`config.mk`:
```
export PLATFORM = sky130hd
export DESIGN_NAME = ex_operand_stage
export DESIGN_NICKNAME = d
export VERILOG_FILES = /design/src/rtl/ex_operand_stage.sv
export SDC_FILE = /design/constraint.sdc
export NUM_CORES = 1
export LEC_CHECK = 0
export BUFFER_PORTS_ARGS = -buffer_cell sky130_fd_sc_hd__buf_2
export CORE_AREA = 10 10 215 217
export CTS_CLUSTER_SIZE = 30
export DETAILED_ROUTE_END_ITERATION = 10
export DIE_AREA = 0 0 225 227
export PLACE_DENSITY_LB_ADDON = 0.2
export RECOVER_POWER = 50
export SYNTH_ARGS = -nofsm -noshare
export SYNTH_HDL_FRONTEND = slang
export SYNTH_SLANG_ARGS = --single-unit
```
`constraint.sdc`:
```
create_clock -name clk -period 2.3 [get_ports clk]
set_clock_uncertainty 0.1 [all_clocks]
set_input_delay 0.23 -clock clk [delete_from_list [all_inputs] [get_ports clk]]
set_output_delay 0.23 -clock clk [all_outputs]
set_load 0.01 [all_outputs]
```
`src/rtl/ex_operand_stage.sv`:
```
// ID/EX operand stage: registers decoded operands, resolves forwarding,
// drives the ALU, holds the NZVC flags and detects load-use hazards.
module ex_operand_stage (
    input  logic        clk,
    input  logic        reset,
    input  logic        id_valid,
    input  logic [63:0] id_da,
    input  logic [63:0] id_db,
    input  logic [63:0] id_imm,
    input  logic [4:0]  id_rn,
    input  logic [4:0]  id_rm,
    input  logic [4:0]  id_rd,
    input  logic        id_alu_src,
    input  logic [2:0]  id_alu_op,
    input  logic        id_set_flags,
    input  logic        id_reg_write,
    input  logic        id_mem_read,
    input  logic        id_mem_write,
    input  logic        flush,
    input  logic        exm_reg_write,
    input  logic [4:0]  exm_rd,
    input  logic [63:0] exm_value,
    input  logic        wb_reg_write,
    input  logic [4:0]  wb_rd,
    input  logic [63:0] wb_value,
    input  logic        alu_negative,
    input  logic        alu_zero,
    input  logic        alu_overflow,
    input  logic        alu_carry_out,
    output logic [63:0] alu_a,
    output logic [63:0] alu_b,
    output logic [2:0]  alu_cntrl,
    output logic [63:0] ex_store_data,
    output logic        ex_valid,
    output logic        ex_reg_write,
    output logic        ex_mem_read,
    output logic        ex_mem_write,
    output logic [4:0]  ex_rd,
    output logic [3:0]  flags,
    output logic        stall
);

    typedef struct packed {
        logic        valid;
        logic [63:0] da;
        logic [63:0] db;
        logic [63:0] imm;
        logic [4:0]  rn;
        logic [4:0]  rm;
        logic [4:0]  rd;
        logic        alu_src;
        logic [2:0]  alu_op;
        logic        set_flags;
        logic        reg_write;
        logic        mem_read;
        logic        mem_write;
    } id_ex_t;

    id_ex_t      ex_q;
    id_ex_t      ex_d;
    logic [3:0]  flags_q;
    logic [63:0] fwd_n;
    logic [63:0] fwd_m;

    function automatic logic [63:0] fwd(
        input logic [4:0]  r,
        input logic [63:0] d,
        input logic        xw,
        input logic [4:0]  xr,
        input logic [63:0] xv,
        input logic        ww,
        input logic [4:0]  wr,
        input logic [63:0] wv
    );
        logic [63:0] v;
        v = d;
        if (r != 5'd31) begin
            if (xw && xr == r)
                v = xv;
            else if (ww && wr == r)
                v = wv;
        end
        return v;
    endfunction

    // A stalled or flushed slot enters EX as an all-zero bubble
    always_comb begin
        ex_d = '0;
        if (!(flush || stall)) begin
            ex_d.valid     = id_valid;
            ex_d.da        = id_da;
            ex_d.db        = id_db;
            ex_d.imm       = id_imm;
            ex_d.rn        = id_rn;
            ex_d.rm        = id_rm;
            ex_d.rd        = id_rd;
            ex_d.alu_src   = id_alu_src;
            ex_d.alu_op    = id_alu_op;
            ex_d.set_flags = id_set_flags;
            ex_d.reg_write = id_reg_write;
            ex_d.mem_read  = id_mem_read;
            ex_d.mem_write = id_mem_write;
        end
    end

    always_ff @(posedge clk) begin
        if (!reset) begin
            ex_q    <= '0;
            flags_q <= '0;
        end else begin
            ex_q <= ex_d;
            if (ex_q.valid && ex_q.set_flags)
                flags_q <= {alu_negative, alu_zero,
                            alu_overflow, alu_carry_out};
        end
    end

    always_comb begin
        fwd_n = fwd(ex_q.rn, ex_q.da, exm_reg_write, exm_rd,
                    exm_value, wb_reg_write, wb_rd, wb_value);
        fwd_m = fwd(ex_q.rm, ex_q.db, exm_reg_write, exm_rd,
                    exm_value, wb_reg_write, wb_rd, wb_value);
    end

    assign alu_a         = fwd_n;
    assign ex_store_data = fwd_m;
    assign alu_b         = ex_q.alu_src ? ex_q.imm : fwd_m;
    assign alu_cntrl     = ex_q.alu_op;
    assign ex_valid      = ex_q.valid;
    assign ex_reg_write  = ex_q.valid & ex_q.reg_write;
    assign ex_mem_read   = ex_q.valid & ex_q.mem_read;
    assign ex_mem_write  = ex_q.valid & ex_q.mem_write;
    assign ex_rd         = ex_q.rd;
    assign flags         = flags_q;

    assign stall = id_valid & ex_valid & ex_mem_read
                 & (ex_rd != 5'd31)
                 & ((id_rn == ex_rd)
                  | (!id_alu_src & (id_rm == ex_rd))
                  | (id_mem_write & (id_rm == ex_rd)));

endmodule

```
### Yosys cells after proc, flatten, opt, wreduce, memory -nomap -nowiden

Index checks and enable logic that the tools add are counted.

* reductions and logical operators: 8
* equality and inequality tests: 9
* bitwise gates (word level): 12
* muxes and demuxes: 7

Operators by type and width (number)
* 2-to-1 mux 64 bit: 7
* equality test 5 bit: 6
* inequality test 5 bit (second input constant): 3
* AND 1 bit: 9
* logical AND 1 bit: 5
* bitwise OR 1 bit: 2
* OR reduction 2 bit: 1
* logical NOT 1 bit: 1
* logical OR 1 bit: 1
* inverter 1 bit: 1

* input port bits: 363
* flip-flop bits (word level): 220
* output and inout port bits: 209
* word-level logic and storage cells: 50

### Logic depth before layout (Yosys ltp)

* depth after elaboration: 7
* mapped depth: 7
* depth with buffers taken out: 5

### Least setup slack after synthesis

OpenSTA, ideal clock, no wires.

* path kind: reg-to-output
* start point: reg ex_q[17] (netlist name)
* end point: out alu_b[10]
* buffers on the path: 2
* cell stages (with the launch flop): 8
* data required time: 1.970 ns
* data arrival time: 1.686 ns
* slack: 0.284 ns
* cell sequence: dfxtp_1 xnor2_1 nand4_1 or2_1 buf_4 buf_6 a31o_1 a221o_1

* word-level cells in the longest chain between the ends: 6
* elaborated cells on any way between the ends: 9
* classes of those cells: eq/ne: 3; mux: 4; reduce/logical: 2

Ends and longest elaborated chain
* from (decl): RTL line 59 `id_ex_t ex_q;`
* from (signal assigned): RTL line 108 `ex_q <= '0;`
* from (signal assigned): RTL line 111 `ex_q <= ex_d;`
* equality test 5 bit: RTL line 80 `else if (ww && wr == r)`
* logical AND 1 bit: RTL line 80
* 2-to-1 mux 64 bit: RTL line 80
* 2-to-1 mux 64 bit: RTL line 78 `if (xw && xr == r)`
* 2-to-1 mux 64 bit (*): RTL line 77 `if (r != 5'd31) begin`
* 2-to-1 mux 64 bit (*): RTL line 127 `assign alu_b = ex_q.alu_src ? ex_q.imm : fwd_m;`
* to (decl): RTL line 31 `output logic [63:0] alu_b,`

Every way passes the cells marked *; elsewhere a longest branch is shown, timed or not.

### Worst setup path in the final report

* start point: reg ex_q[14] (netlist name)
* end point: out alu_b[15]

The elaborated chain is that of the path after synthesis.

==> run_results.csv <==
group,metric,value,unit
status,violations,"setup timing",
grt,overflow,0,
pwr,ir_drop,0.550,mV
pwr,p_sw,2960,uW
clock_network,clockBufferDepth,3,
critical_path,path_max_fanout,18,
timing,rsz0062_at_grt,"yes",
placement,dp_cells,2385,
clock_network,cts_sinks,220,
placement,port_buffers,571,
routing,drtPass1Iterations,5,
routing,wl_per_cell,24.4,um
synth,async_reset_ff_share,0,%
synth,syn_nets,1726,
synth,seq_area_frac_synth,38.5,%
timing,period_share,128,%
critical_path,end_kind,"output pin",
min_path,hp-class,"in -> reg",
final_layout,drive_gt1_share,37.4,%
timing,finalCriticalPeriod,2.95,ns
pwr,leakagePower,0.00933,uW
timing,relSlewSlack,34.4,%
floorplan,die_w,225,um
synth,synth_warnings,0,
critical_path,cp_data_arrival_time,2.62,ns
critical_path,required,1.97,ns
timing,finalSetupViolCount,366,
floorplan,io_pins,572,
flow_run,max_cap_viol_count,0,
grt,grt_usage,23.8,%
pwr,intPower,8010,uW
routing,ant_nets,0,
placement,place_congestion,0.922,
timing,tns,-109.66,ns
timing,fin_ws,-0.648,ns
floorplan,initial_core_util,27.4,%
placement,dp_slack,-0.0715,ns
clock_network,clk_latency,0.58,ns
status,outcome,"finished, violations left",
floorplan,die_area,51100,sq um
pwr,pwr-share-comb,20.3,%
grt,antenna_found_initial,9,
pwr,p_seq_share,36.8,%
placement,hpwl,43300,um
final_layout,nets,2516,
floorplan,rows,75,
clock_network,cts_tree,"yes",
timing,holdWs,0.217,ns
timing,fmax,0.339,GHz
timing,slew_violations,0,
clock_network,cts.reportedPaths.clkPinSlew,0.06,ns
pwr,power,11000,uW
synth,ys_ff_latch,220,
synth,syn_area,11400,sq um
clock_network,clockRootBuffer,"clkbuf_16",
final_layout,stdcell_count,2716,
grt,grt_max_degree,106,
synth,synth_edf_count,0,
synth,syn_avg_cell_area,8.39,sq um
routing,remaining_drc_errors,0,
pwr,power.density,533,nW/um^2
grt,grt_first_pass_wirelength,93200,um
pwr,swShare,27.0,%
critical_path,path_class,"reg -> out",
synth,synth_flop_cell,"dfxtp_1",
clock_network,cts_made_buffers,29,
synth,ys_types,36,
routing,vias,14100,
critical_path,start_kind,"flip-flop",
grt,grt_pass1_vias,14600,
routing,drt_iter0_drc,900,
floorplan,core,41800,sq um
timing,hold_viol,0,
pwr,power_frac_clock,42.8,%
final_layout,area_delta_synth_final,79.8,%
floorplan,fp.dieH,227,um
synth,synth_cells,1363,
routing,viasPerCell,5.17,
clock_network,cts_max_level,1,
timing,worst_pin_slew,0.972,ns
routing,drt-total-wl,66400,um
-- layout by cell type (no fill, tap or decap), drive strengths merged, types with 65 or more instances in the layout --
cell type,count
nand2b,65
buf,661
dlygate4sd3,225
nand2,66
nand4,68
dfxtp,220
inv,130
and2,218
nor3,65
-- synth_stat cells, types with 4 or more instances --
cell	n	area share, %
o221ai_1	55	4.2
xor2_1	4	0.31
nand3_1	17	0.74
and2_1	218	12
buf_4	10	0.66
o211ai_1	9	0.59
a31o_1	61	4.7
buf_2	30	1.3
buf_6	6	0.59
nand2b_1	65	3.6
nand4_1	68	3.7
and3_1	4	0.22
dfxtp_1	220	38
a22o_1	64	4.9
xnor2_1	26	2.0
clkbuf_1	96	3.1
a221o_1	64	5.6
nand2_1	65	2.1
inv_1	129	4.2
a21boi_0	4	0.26
a21oi_1	64	2.8
nor3_1	65	2.8
-- worst paths after layout --
| kind | start | endpoint | slack (ns) | cells past startpoint |
|---|---|---|---|---|
| min | flush | ex_rd[3]$_SDFF_PP0_ | 0.22 | 4 |
| min reg2reg | flags[0]$_SDFFE_PN0P_ | flags[0]$_SDFFE_PN0P_ | 0.93 | 3 |
| max reg2reg | ex_rd[1]$_SDFF_PP0_ | ex_q[38]$_SDFF_PP0_ | -0.15 | 5 |
| max | ex_q[14]$_SDFF_PP0_ | alu_b[15] | -0.65 | 8 |
-- power by group through the flow --
stage                     Clock [uW]  Sequential [uW]  Combinational (uW)
after floorplan                    0             4090                 733
after detailed placement           0             4120                1580
after global placement             0             4120                1590
after CTS                       4790             4040                2110
final                           4700             4040                2230
after global routing            4950             4050                2370
-- worst max-delay path, stage by stage (launching register included) --
cell,delay (ns)
dfxtp_2,0.35
xnor2_1,0.11
nand4_1,0.16
buf_6,0.17
or2_4,0.32
buf_12,0.18
a31o_1,0.25
a221o_1,0.33
buf_2,0.15
-- cell families after synthesis --
group                  Yosys count  share of synthesized area (%)
AND/OR/NAND/NOR                508                           25.5
AO/OA/AOI/OAI                  330                           23.7
buffers and inverters          275                           10.1
flip-flops                     220                           38.5
XOR/XNOR                        30                           2.30
-- state kept, by name (all words and copies together), names as in the netlist --
name / count
ex_q: 207
flags: 4
ex_valid: 1
alu_cntrl: 3
ex_rd: 5
-- metrics by stage --
step           utilization [%]  instance area (sq um)
2_1_floorplan                -                  11400
3_3_place_gp              36.4                  15200
3_5_place_dp              36.4                  15200
4_1_cts                   47.6                  19900
5_1_grt                   49.3                  20600
6_report                  49.3                  20600
-- cell type report --
cell class / instances / area (sq um)
fillers: 3922 / 21200
repair buffers: 904 / 7360
multi-input cells: 869 / 6650
flip-flops and latches: 220 / 4420
clock buffers: 40 / 837
well taps: 539 / 674
inverters: 129 / 484
clock inverters: 10 / 134
diodes: 5 / 12.5
-- per-layer routing --
metal	vias to the layer above	track usage [%]	wire (um)
met3	153	5.92	5190
met4	8	10.0	2550
met1	6791	26.2	25000
met5	-	0	52
li1	6404	-	-
met2	698	42.8	33600
-- timing repair --
action,CTS,global route
hold buffers,225,0
pin swaps,56,97
endpoints found under the setup margin,193,193
endpoints found under the hold margin,220,0
cloned,17,11
buffers inserted,23,7
gates resized for setup,150,109
Power figures use the tool's default switching activity.
